$ cat config.mk
export PLATFORM = sky130hd
export DESIGN_NAME = fifo_stream_reader
export DESIGN_NICKNAME = d
export VERILOG_FILES = /design/src/rtl/fifo_stream_pkg.sv /design/src/rtl/stream_buf3.sv /design/src/rtl/fifo_stream_reader.sv
export SDC_FILE = /design/constraint.sdc
export NUM_CORES = 1
export LEC_CHECK = 0
export CORE_MARGIN = 2
export CORE_UTILIZATION = 49
export DETAILED_ROUTE_END_ITERATION = 8
export PLACE_DENSITY = 0.74
export SYNTH_ARGS = -nofsm -noshare
export SYNTH_HDL_FRONTEND = slang
export SYNTH_SLANG_ARGS = --single-unit
export TNS_END_PERCENT = 50
$ cat constraint.sdc
create_clock -name clk -period 2.3 [get_ports clk]
set_input_delay 0.46 -clock clk [delete_from_list [all_inputs] [get_ports clk]]
set_output_delay 0.46 -clock clk [all_outputs]
set_load 0.05 [all_outputs]
$ cat src/rtl/fifo_stream_pkg.sv
// rtl/fifo_stream_pkg.sv - shared types and helpers for the FIFO stream reader
package fifo_stream_pkg;

    typedef enum logic [1:0] {
        IDLE  = 2'd0,
        RUN   = 2'd1,
        DRAIN = 2'd2
    } state_t;

    localparam int BUF_DEPTH = 3;

    // Modulo-3 pointer advance for the output buffer.
    function automatic logic [1:0] ptr_inc(input logic [1:0] p);
        return (p == 2'd2) ? 2'd0 : p + 2'd1;
    endfunction

endpackage

$ cat src/rtl/stream_buf3.sv
// rtl/stream_buf3.sv - 3-entry in-order word buffer with occupancy count
module stream_buf3
    import fifo_stream_pkg::*;
#(
    parameter int DWIDTH = 16
) (
    input  logic              clk,
    input  logic              rstn,
    input  logic              push,
    input  logic [DWIDTH-1:0] data_in,
    input  logic              pop,
    output logic [DWIDTH-1:0] data_out,
    output logic [1:0]        occ
);

    logic [DWIDTH-1:0] mem [BUF_DEPTH];
    logic [1:0]        wr_ptr;
    logic [1:0]        rd_ptr;

    // Storage is not reset; occ alone decides which entries are meaningful.
    always_ff @(posedge clk) begin
        if (push) begin
            mem[wr_ptr] <= data_in;
        end
    end

    always_ff @(posedge clk) begin
        if (!rstn) begin
            wr_ptr <= 2'd0;
            rd_ptr <= 2'd0;
            occ    <= 2'd0;
        end else begin
            if (push) begin
                wr_ptr <= ptr_inc(wr_ptr);
            end
            if (pop) begin
                rd_ptr <= ptr_inc(rd_ptr);
            end
            case ({push, pop})
                2'b10:   occ <= occ + 2'd1;
                2'b01:   occ <= occ - 2'd1;
                default: occ <= occ;
            endcase
        end
    end

    assign data_out = mem[rd_ptr];

endmodule

$ cat src/rtl/fifo_stream_reader.sv
// rtl/fifo_stream_reader.sv - burst reader from a 1-cycle-latency FIFO into a valid/ready stream
module fifo_stream_reader
    import fifo_stream_pkg::*;
#(
    parameter int DWIDTH = 16,
    parameter int BURST  = 4
) (
    input  logic              clk,
    input  logic              rstn,
    input  logic              en,
    input  logic              fifo_empty,
    input  logic [DWIDTH-1:0] fifo_dout,
    output logic              fifo_rd_en,
    output logic              m_valid,
    input  logic              m_ready,
    output logic [DWIDTH-1:0] m_data,
    output logic              m_last,
    output logic              busy
);

    localparam int CW = $clog2(BURST);

    state_t            state;
    state_t            state_next;
    logic              inflight;
    logic [CW-1:0]     rd_cnt;
    logic [CW-1:0]     beat_cnt;
    logic [1:0]        occ;
    logic              read_allowed;
    logic              room;
    logic              pop;
    logic [DWIDTH-1:0] head;

    always_comb begin
        state_next   = state;
        read_allowed = 1'b0;
        case (state)
            IDLE: begin
                if (en) state_next = RUN;
            end
            RUN: begin
                read_allowed = 1'b1;
                if (!en) state_next = DRAIN;
            end
            DRAIN: begin
                // Keep reading only to finish a partially issued burst.
                read_allowed = (rd_cnt != '0);
                if (en) begin
                    state_next = RUN;
                end else if (rd_cnt == '0 && !inflight && occ == 2'd0) begin
                    state_next = IDLE;
                end
            end
            default: state_next = IDLE;
        endcase
    end

    // Reserve a buffer slot for the word still on its way from the FIFO.
    assign room       = ({1'b0, occ} + {2'b00, inflight}) < 3'd3;
    assign fifo_rd_en = rstn & !fifo_empty & read_allowed & room;

    assign m_valid = rstn & (occ != 2'd0);
    assign pop     = m_valid & m_ready;
    assign m_data  = m_valid ? head : '0;
    assign m_last  = m_valid & (beat_cnt == CW'(BURST - 1));
    assign busy    = rstn & (state != IDLE);

    always_ff @(posedge clk) begin
        if (!rstn) begin
            state    <= IDLE;
            inflight <= 1'b0;
            rd_cnt   <= '0;
            beat_cnt <= '0;
        end else begin
            state    <= state_next;
            inflight <= fifo_rd_en;
            if (fifo_rd_en) rd_cnt <= rd_cnt + CW'(1);
            if (pop)        beat_cnt <= beat_cnt + CW'(1);
        end
    end

    stream_buf3 #(.DWIDTH(DWIDTH)) u_buf (
        .clk      (clk),
        .rstn     (rstn),
        .push     (inflight),
        .data_in  (fifo_dout),
        .pop      (pop),
        .data_out (head),
        .occ      (occ)
    );

endmodule

# Word level (Yosys, flattened, before mapping)
# Memory sizes are Yosys's and may differ from the RTL's. A register that Yosys moved wholly into a read port is not among the register bits.
# Cells that the tools add are included.
dict set report word_totals {
  ram_bits 48
  reg_bits 13
  memories 1
  elab_cells 59
  output_inout_bits 20
  in_bits 21
}
dict set report classes {
  bitwise_logic 7
  n_reduce_logical 12
  muxes 14
  add_sub_neg 7
  magnitude_cmp 1
  eq_ne 10
}
# name words word_bits read_ports rd_ports_with_merged_regs wr line
set memory_table {}
lappend memory_table {u_buf.mem 3 16 1 1 1 stream_buf3.sv:16} ;# logic [DWIDTH-1:0] mem [BUF_DEPTH];
# cell count
set ops {}
lappend ops {{16-bit two-way mux} 1}
lappend ops {{2-bit two-way mux} 8}
lappend ops {{2-bit by 1-bit adder with 2-bit output (second input constant)} 5}
lappend ops {{2-bit equality test (second input constant)} 5}
lappend ops {{2-bit nonzero test} 4}
lappend ops {{1-bit AND} 7}
lappend ops {{2-bit zero test} 3}
lappend ops {{2-bit one-hot mux with 3 select lines} 1}
lappend ops {{2-bit by 1-bit equality test with 1-bit output (second input constant)} 2}
lappend ops {{2-bit inequality test (second input constant)} 2}
lappend ops {{2-bit one-hot mux with 2 select lines} 1}
lappend ops {{2-bit by 1-bit adder with 3-bit output} 1}
lappend ops {{3-bit by 2-bit less-than comparator with 1-bit output (second input constant)} 1}
lappend ops {{3-bit inequality test (second input constant)} 1}
lappend ops {{3-bit AND reduction} 1}
lappend ops {{1-bit logical AND} 2}
lappend ops {{1-bit zero test} 2}
lappend ops {{1-bit two-way mux} 2}
lappend ops {{1-bit one-hot mux with 2 select lines} 1}
lappend ops {{2-bit by 1-bit subtractor with 2-bit output (second input constant)} 1}

# Depth between registers and ports, before layout
# Gate-level depths: netlist of run 1.
dict set report logic_depth {
  depth_word 6
  depth_mapped 6
}

# Cells and area by module
# Synthesis of run 1 repeated with hierarchy kept, for this count alone.
dict set report hier_totals {
  hier_cells 201
  area_unflattened_um2 2677.6
}
# module cells_each area_per_inst_um2 instances
set modules_own_cells {}
lappend modules_own_cells {stream_buf3 131 2080.7 1}
lappend modules_own_cells {fifo_stream_reader 70 596.8 1}

# Least setup slack after synthesis of run 1
# Ideal clock, no wire load.
dict set report synth_timing {
  path_kind {flip-flop to flip-flop}
  from {register inflight}
  to {memory u_buf.mem[0][0] (enable)}
  arrival_ps 1685
  setup_ps 412
  path_buffers 0
  required_ps 1888
  path_slack_ps 203
  stages_incl_launch_ff 3
  cell_sequence {dfxtp_1 > inv_1 > nor3_1}
}
dict set report synth_via {
  elab_chain_cells 2
}
# item line
set synth_rtl {}
lappend synth_rtl {{start, declared} fifo_stream_reader.sv:25} ;# logic inflight;
lappend synth_rtl {{start signal, assigned} fifo_stream_reader.sv:76} ;# inflight <= fifo_rd_en;
lappend synth_rtl {{1-bit two-way mux} stream_buf3.sv:22} ;# if (push) begin
lappend synth_rtl {{1-bit two-way mux (not written as such)} stream_buf3.sv:23} ;# mem[wr_ptr] <= data_in;
lappend synth_rtl {{end, declared} stream_buf3.sv:16}
# Every way passes these cells.

# Worst setup path in the final report of run 1
dict set report layout_timing {
  from {input port rstn}
  to {output port m_data[4]}
}
dict set report layout_via {
  elab_chain_cells 2
}
# item line
set layout_rtl {}
lappend layout_rtl {{start, declared} fifo_stream_reader.sv:9} ;# input logic rstn,
lappend layout_rtl {{1-bit AND} fifo_stream_reader.sv:62} ;# assign m_valid = rstn & (occ != 2'd0);
lappend layout_rtl {{16-bit two-way mux} fifo_stream_reader.sv:64} ;# assign m_data = m_valid ? head : '0;
lappend layout_rtl {{end, declared} fifo_stream_reader.sv:16} ;# output logic [DWIDTH-1:0] m_data,
# Every way passes these cells.

==> metrics.txt, run 1 <==
num ports 41; dpl hpwl 3370 µm; Die Y 77.3 µm; routability cong. 0.784; drt pass-1 iters 4; placed instance area 3380 µm²; Root Driver clkbuf_8; share of layout cells above drive strength 1 31.6%; area growth from synthesis to layout 38.8%; reg2reg start u_buf.occ[0]; wire length per cell 15.5 µm; post-layout min period 2.22 ns; area leader, netlist edfxtp_1; pin count of the biggest net entering global routing 17; first-pass GRT wire length 8110 µm; Initial Util 51.2%; H-tree depth 3; measured slew at the worst slew-check pin 0.281 ns; Post-Synthesis Cells 186; initial antenna violation count 0; synthesized flop and latch total 63; RSZ-0062 raised after global routing false; r2r worst-path depth 11; most common cell after layout, fill and taps aside edfxtp_1; CP arrival 1.76 ns; Routed Antenna Nets 0; Setup TNS Final 0 ns; grt total ovfl 0; clock tree from TritonCTS built; fmax 451 MHz; Worst IR Drop VDD 0.493 mV; vias in the first global route 1697; Syn Area/Cell 14.2 µm²; final hold vios 0; crit end category primary output; clk_lat worst skew 0.32 ns; Distinct cells, synth 27; min-delay src beat_cnt[1]; top cell type's share of synthesized area 54.7%; Setup CP Type in -> out; Slew Limit Headroom 81.2%; Leak Pwr 1.33 nW; GRT Total Usage 17.6%; IO buf count 40; DRC 0; synth top area cells edfxtp_1 55%, dfxtp_1 11%, mux2_2 7.3%; Hold EP beat_cnt[1]; status complete, no violations; Crit. Startpoint rstn; vias per cell 5.10; critical path required time 1.84 ns; crit path max fanout 6; core area 5140 µm²; area of the die 5980 µm²; Max Transition Viols Final 0; Post-Syn Nets 217; clock skew 0.00604 ns; Final setup viols 0; DRT Wirelength 5060 µm; RR Endpoint rd_cnt[0]; Longest Clk Path Bufs 2; Die X 77.3 µm; Synth warnings 0; r2r setup slk 0.14 ns; Seq/Total Area, Yosys 66.1%; Vias 1661; hold crit path type reg -> reg; Worst-path clk slew 0.06 ns; Starting DRT DRC Count 120; Finished Cell Area 3660 µm²; CP startpoint kind input pin; cts bufs inserted 9; clk sinks 63; Cell Area, Synth 2630 µm²; Tcrit/Tclk final 96.3%; Antenna Cells 0; Hold Crit Depth 2; PwrDens 607 nW/µm²; nets@finish 282; commonest non-fill, non-tap cells in the layout 48 x edfxtp_1, 21 x nor2_1, 21 x buf_4; max-cap violation count 0; site row count 26
==> layout make-up <==
cell class / count / area (µm²)
Sequential cell: 63 / 1750
Fill cell: 369 / 1480
Multi-Input combinational cell: 104 / 873
Timing Repair Buffer: 60 / 738
Clock buffer: 9 / 124
Tap cell: 70 / 87.6
Inverter: 13 / 48.8
Clock inverter: 7 / 30.0
==> worst max-delay path, stage by stage <==
cell             delay [ns]
clkdlybuf4s50_1        0.55
o21ai_1                0.15
buf_4                  0.20
nor2_1                 0.22
buf_12                 0.17
==> stage by stage <==
step | total power [mW] | cells | utilization [%] | worst slack, ns | hold WS [ns]
floorplan | 1.37 | 186 | - | 0.203 | 0.434
global placement | 1.47 | 303 | 65.8 | 0.0326 | 0.447
detailed placement | 1.47 | 303 | 65.8 | 0.00643 | 0.452
CTS | 2.22 | 324 | 69.9 | 0.00706 | 0.463
global route | 2.30 | 326 | 71.1 | 0.00353 | 0.497
finish | 2.22 | 326 | 71.1 | 0.0840 | 0.460
==> synthesized netlist by cell type <==
cell type,instances
nor3_1,1
o21ai_1,1
ha_1,10
buf_2,4
or3_1,1
mux2i_1,19
o21a_1,2
nor2b_1,4
nand2_1,8
nand3_1,5
mux2_2,17
o2111ai_1,1
nor4bb_1,1
a21oi_1,1
edfxtp_1,48
xor2_1,2
dfxtp_1,15
o31ai_1,2
and2_1,1
o21ai_0,2
inv_1,13
or4b_1,1
a31oi_2,1
o211ai_1,2
nor2_1,21
clkbuf_1,2
xnor2_1,1
==> state kept, by name (all words and copies together) (netlist names), named ones only <==
name	flops
state	2
rd_cnt	2
beat_cnt	2
inflight	1
u_buf.wr_ptr	2
u_buf.mem	48
u_buf.occ	2
u_buf.rd_ptr	2
==> timing repair <==
item	in CTS	in global routing
pin swaps	2	2
cloned	0	0
setup buffers	5	2
hold buffers	0	0
endpoints found under the setup margin	1	3
gates resized for setup	4	12
==> worst max path at each step <==
stage / endpoint / slack [ns] / cells after the start
after floorplan: u_buf.mem[0][0] / 0.20 / 2
after global placement: fifo_rd_en / 0.03 / 5
after detailed placement: fifo_rd_en / 0.006 / 5
after CTS: fifo_rd_en / 0.007 / 6
after global routing: m_data[4] / 0.004 / 5
final: m_data[4] / 0.08 / 5
==> metal layers <==
layer | up-vias | GRT usage [%] | wire length, µm
li1 | 802 | - | -
met1 | 812 | 22.6 | 2180
met2 | 43 | 28.6 | 2620
met3 | 4 | 4.94 | 234
met4 | 0 | 6.43 | 32
met5 | - | 0 | 0
==> where the power goes <==
part	switching [mW]	internal (mW)	total, mW
clock network	0.380	0.370	0.749
registers	0.0126	1.24	1.25
logic	0.102	0.118	0.220
total	0.494	1.72	2.22
==> logic make-up after synthesis <==
family | Yosys count | share of synthesized area (%)
adder cells (fa/ha/maj) | 10 | 4.75
buffers and inverters | 19 | 2.90
AO/OA/AOI/OAI | 12 | 3.28
XOR/XNOR | 3 | 0.998
multiplexers | 36 | 14.5
flip-flops | 63 | 66.1
AND/OR/NAND/NOR | 43 | 7.46
(Power assumes the default switching activity.)
==> inputs of run 2 (changes only) <==
Settings changed: CAP_MARGIN set to 20, CORE_ASPECT_RATIO set to 0.5.
==> run 2 against run 1 <==
Non-clock buffer count fell by 6; cell count down 1.8%; register-to-register slack improved by 0.47 ns; clock-buffer cell count increased by 2; sequential power about the same; design area decreased by 0.86%; combinational power hardly changed; die area is 0.59% higher; total power is 5.8% higher; via count down 2.3%; critical endpoint is now m_data[0]; utilization is 0.72 points higher; critical path type unchanged; highest routed layer unchanged.
==> metrics.txt, run 2 (same netlist as run 1, synthesis figures left out) <==
status complete, no violations; Pint 1.85 mW (+7.0%); commonest non-fill, non-tap cells in the layout 48 x edfxtp_1, 21 x nor2_1, 20 x clkdlybuf4s50_1; vias per cell 5.07 (-0.52%); PwrDens 648 nW/µm² (+6.8%); critical path required time 1.84 ns (about the same); core area 5040 µm² (-1.9%); Largest register FFs 48 (unchanged); Logic pwr share 9.3% (-0.6 points); crit path max fanout 16 (+10); RR Endpoint u_buf.occ[1]; dpl ws 0.109 ns (+0.103 ns); CP arrival 1.75 ns (about the same); max-cap violation count 0 (unchanged); Worst-path clk slew 0.07 ns (about the same); first-pass GRT wire length 7650 µm (-5.7%); fmax 452 MHz (+0.27%); Fill cells 359 (-2.7%); hold buffers post-CTS 0 (unchanged); Vias 1622 (-2.3%); clock tree from TritonCTS built; most common cell after layout, fill and taps aside edfxtp_1; Starting DRT DRC Count 36 (-70%); Root Driver clkbuf_8; Tcrit/Tclk final 96.1% (-0.26 points); Initial Util 52.2% (+0.97 points); setup slack after layout 0.0900 ns (+0.00605 ns); r2r worst-path depth 6 (-5); CP startpoint kind input pin; Clock Power Share 37.5% (+3.7 points); Setup CP Type in -> out; Antenna Cells 0 (unchanged); power share of the sequential group 53.2% (-3.1 points); Final setup viols 0 (unchanged); routability cong. 0.762 (-2.8%); Hold Crit Depth 1 (-1); Max Transition Viols Final 0 (unchanged); IO buf count 40 (unchanged); Largest Register u_buf.mem; post-layout min period 2.21 ns (-0.00605 ns); Worst IR Drop VDD 0.428 mV (-13%); GRT Max-Usage Layer met2; placed instance area 3350 µm² (-1.0%); clk sinks 63 (unchanged); Hold EP rd_cnt[0]; met3 GRT Util 8.90% (+4.0 points); hold crit path type reg -> reg; Routed Antenna Nets 0 (unchanged); Psw 0.503 mW (+1.8%); nets@finish 276 (-2.1%); Leak Pwr 1.31 nW (-1.5%); clock skew 0.00942 ns (+0.00338 ns); grt total ovfl 0 (unchanged); Finished Cell Area 3620 µm² (-0.86%); M2 GR Usage 30.0% (+1.4 points); vias in the first global route 1680 (-1.0%); drt pass-1 iters 4 (unchanged); Slew Limit Headroom 79.6% (-1.6 points); DRC 0 (unchanged); GRT Total Usage 17.4% (-0.17 points); site row count 18 (-31%); Longest Clk Path Bufs 2 (unchanged); r2r setup slk 0.61 ns (+0.47 ns); clk_lat worst skew 0.33 ns (about the same); H-tree depth 3 (unchanged); met1 GRT Util 19.5% (-3.1 points); Die X 108 µm (+39%); area growth from synthesis to layout 37.6%; cts bufs inserted 9 (unchanged); num ports 41 (unchanged); measured slew at the worst slew-check pin 0.306 ns (+0.0255 ns); reg2reg start u_buf.occ[0]; multi-input logic area 873 µm² (unchanged); Die Y 55.8 µm (-28%); DRT Wirelength 4720 µm (-6.8%); crit end category primary output; wire length per cell 14.7 µm (-5.0%); area of the die 6010 µm² (+0.59%); switching share of power 21.4% (-0.85 points); share of layout cells above drive strength 1 30.4% (-1.2 points); initial antenna violation count 0 (unchanged); dpl hpwl 3040 µm (-9.9%); final hold vios 0 (unchanged); min-delay src rd_cnt[0]; pin count of the biggest net entering global routing 17 (unchanged); FF+latch area 1750 µm² (unchanged); Finished Core Util 71.9% (+0.72 points)
==> run 2: changes by cell type in the layout (fill, tap and decap cells not counted), sizes merged <==
cell / previous run / this run
buf: 40 / 34
clkinv: 7 / 4
clkbuf: 9 / 11
bufinv: 0 / 1
==> run 2: worst max-delay path, cell delays in order <==
cell	delay, ns
clkdlybuf4s50_1	0.53
o21ai_1	0.12
buf_4	0.22
nor2_1	0.24
buf_12	0.17
==> run 2: per-layer routing <==
layer | share of wire (%) | wire length (µm)
met3 | 5.1 | 241
met4 | 0.45 | 21
met1 | 43 | 2010
met5 | 0 | 0
met2 | 52 | 2440
==> run 2: final cells by class <==
type / instances / share of cell area, %
Clock inverter: 5 / 1.35
Inverter: 13 / 1.35
Timing Repair Buffer: 54 / 18.8
Sequential cell: 63 / 48.4
Multi-Input combinational cell: 104 / 24.1
Tap cell: 70 / 2.42
Clock buffer: 11 / 3.62
==> run 2: worst max-delay path by stage <==
stage | slack, ns | end | cells after the start | startpoint
final | 0.09 | m_data[0] | 5 | rstn
after global routing | -0.02 | fifo_rd_en | 6 | u_buf.occ[0]
after CTS | 0.009 | fifo_rd_en | 6 | inflight
after detailed placement | 0.11 | u_buf.occ[1] | 7 | rstn
after global placement | 0.16 | fifo_rd_en | 5 | rstn
after floorplan | 0.20 | u_buf.mem[0][0] | 2 | inflight
==> run 2: timing repair <==
| action | 4_1_cts | 5_1_grt |
|---|---|---|
| pin swaps | 1 | 2 |
| endpoints found under the setup margin | 1 | 1 |
| resized for setup | 4 | 12 |
| buffers inserted | 1 | 3 |
==> run 2: power by group through the flow <==
stage,combinational [mW],sequential [mW],clock (mW)
after floorplan,0.0999,1.27,0
after global placement,0.188,1.27,0
after detailed placement,0.192,1.27,0
after CTS,0.196,1.25,0.903
after global routing,0.236,1.25,0.972
final,0.219,1.25,0.881
==> run 2: per-stage QoR <==
step | power [mW] | hold WS [ns] | std cells | TNS (ns)
6_report | 2.35 | 0.467 | 320 | 0
4_1_cts | 2.35 | 0.468 | 317 | 0
3_5_place_dp | 1.47 | 0.458 | 300 | 0
5_1_grt | 2.46 | 0.506 | 320 | -0.0233
2_1_floorplan | 1.37 | 0.434 | 186 | 0
3_3_place_gp | 1.46 | 0.446 | 300 | 0
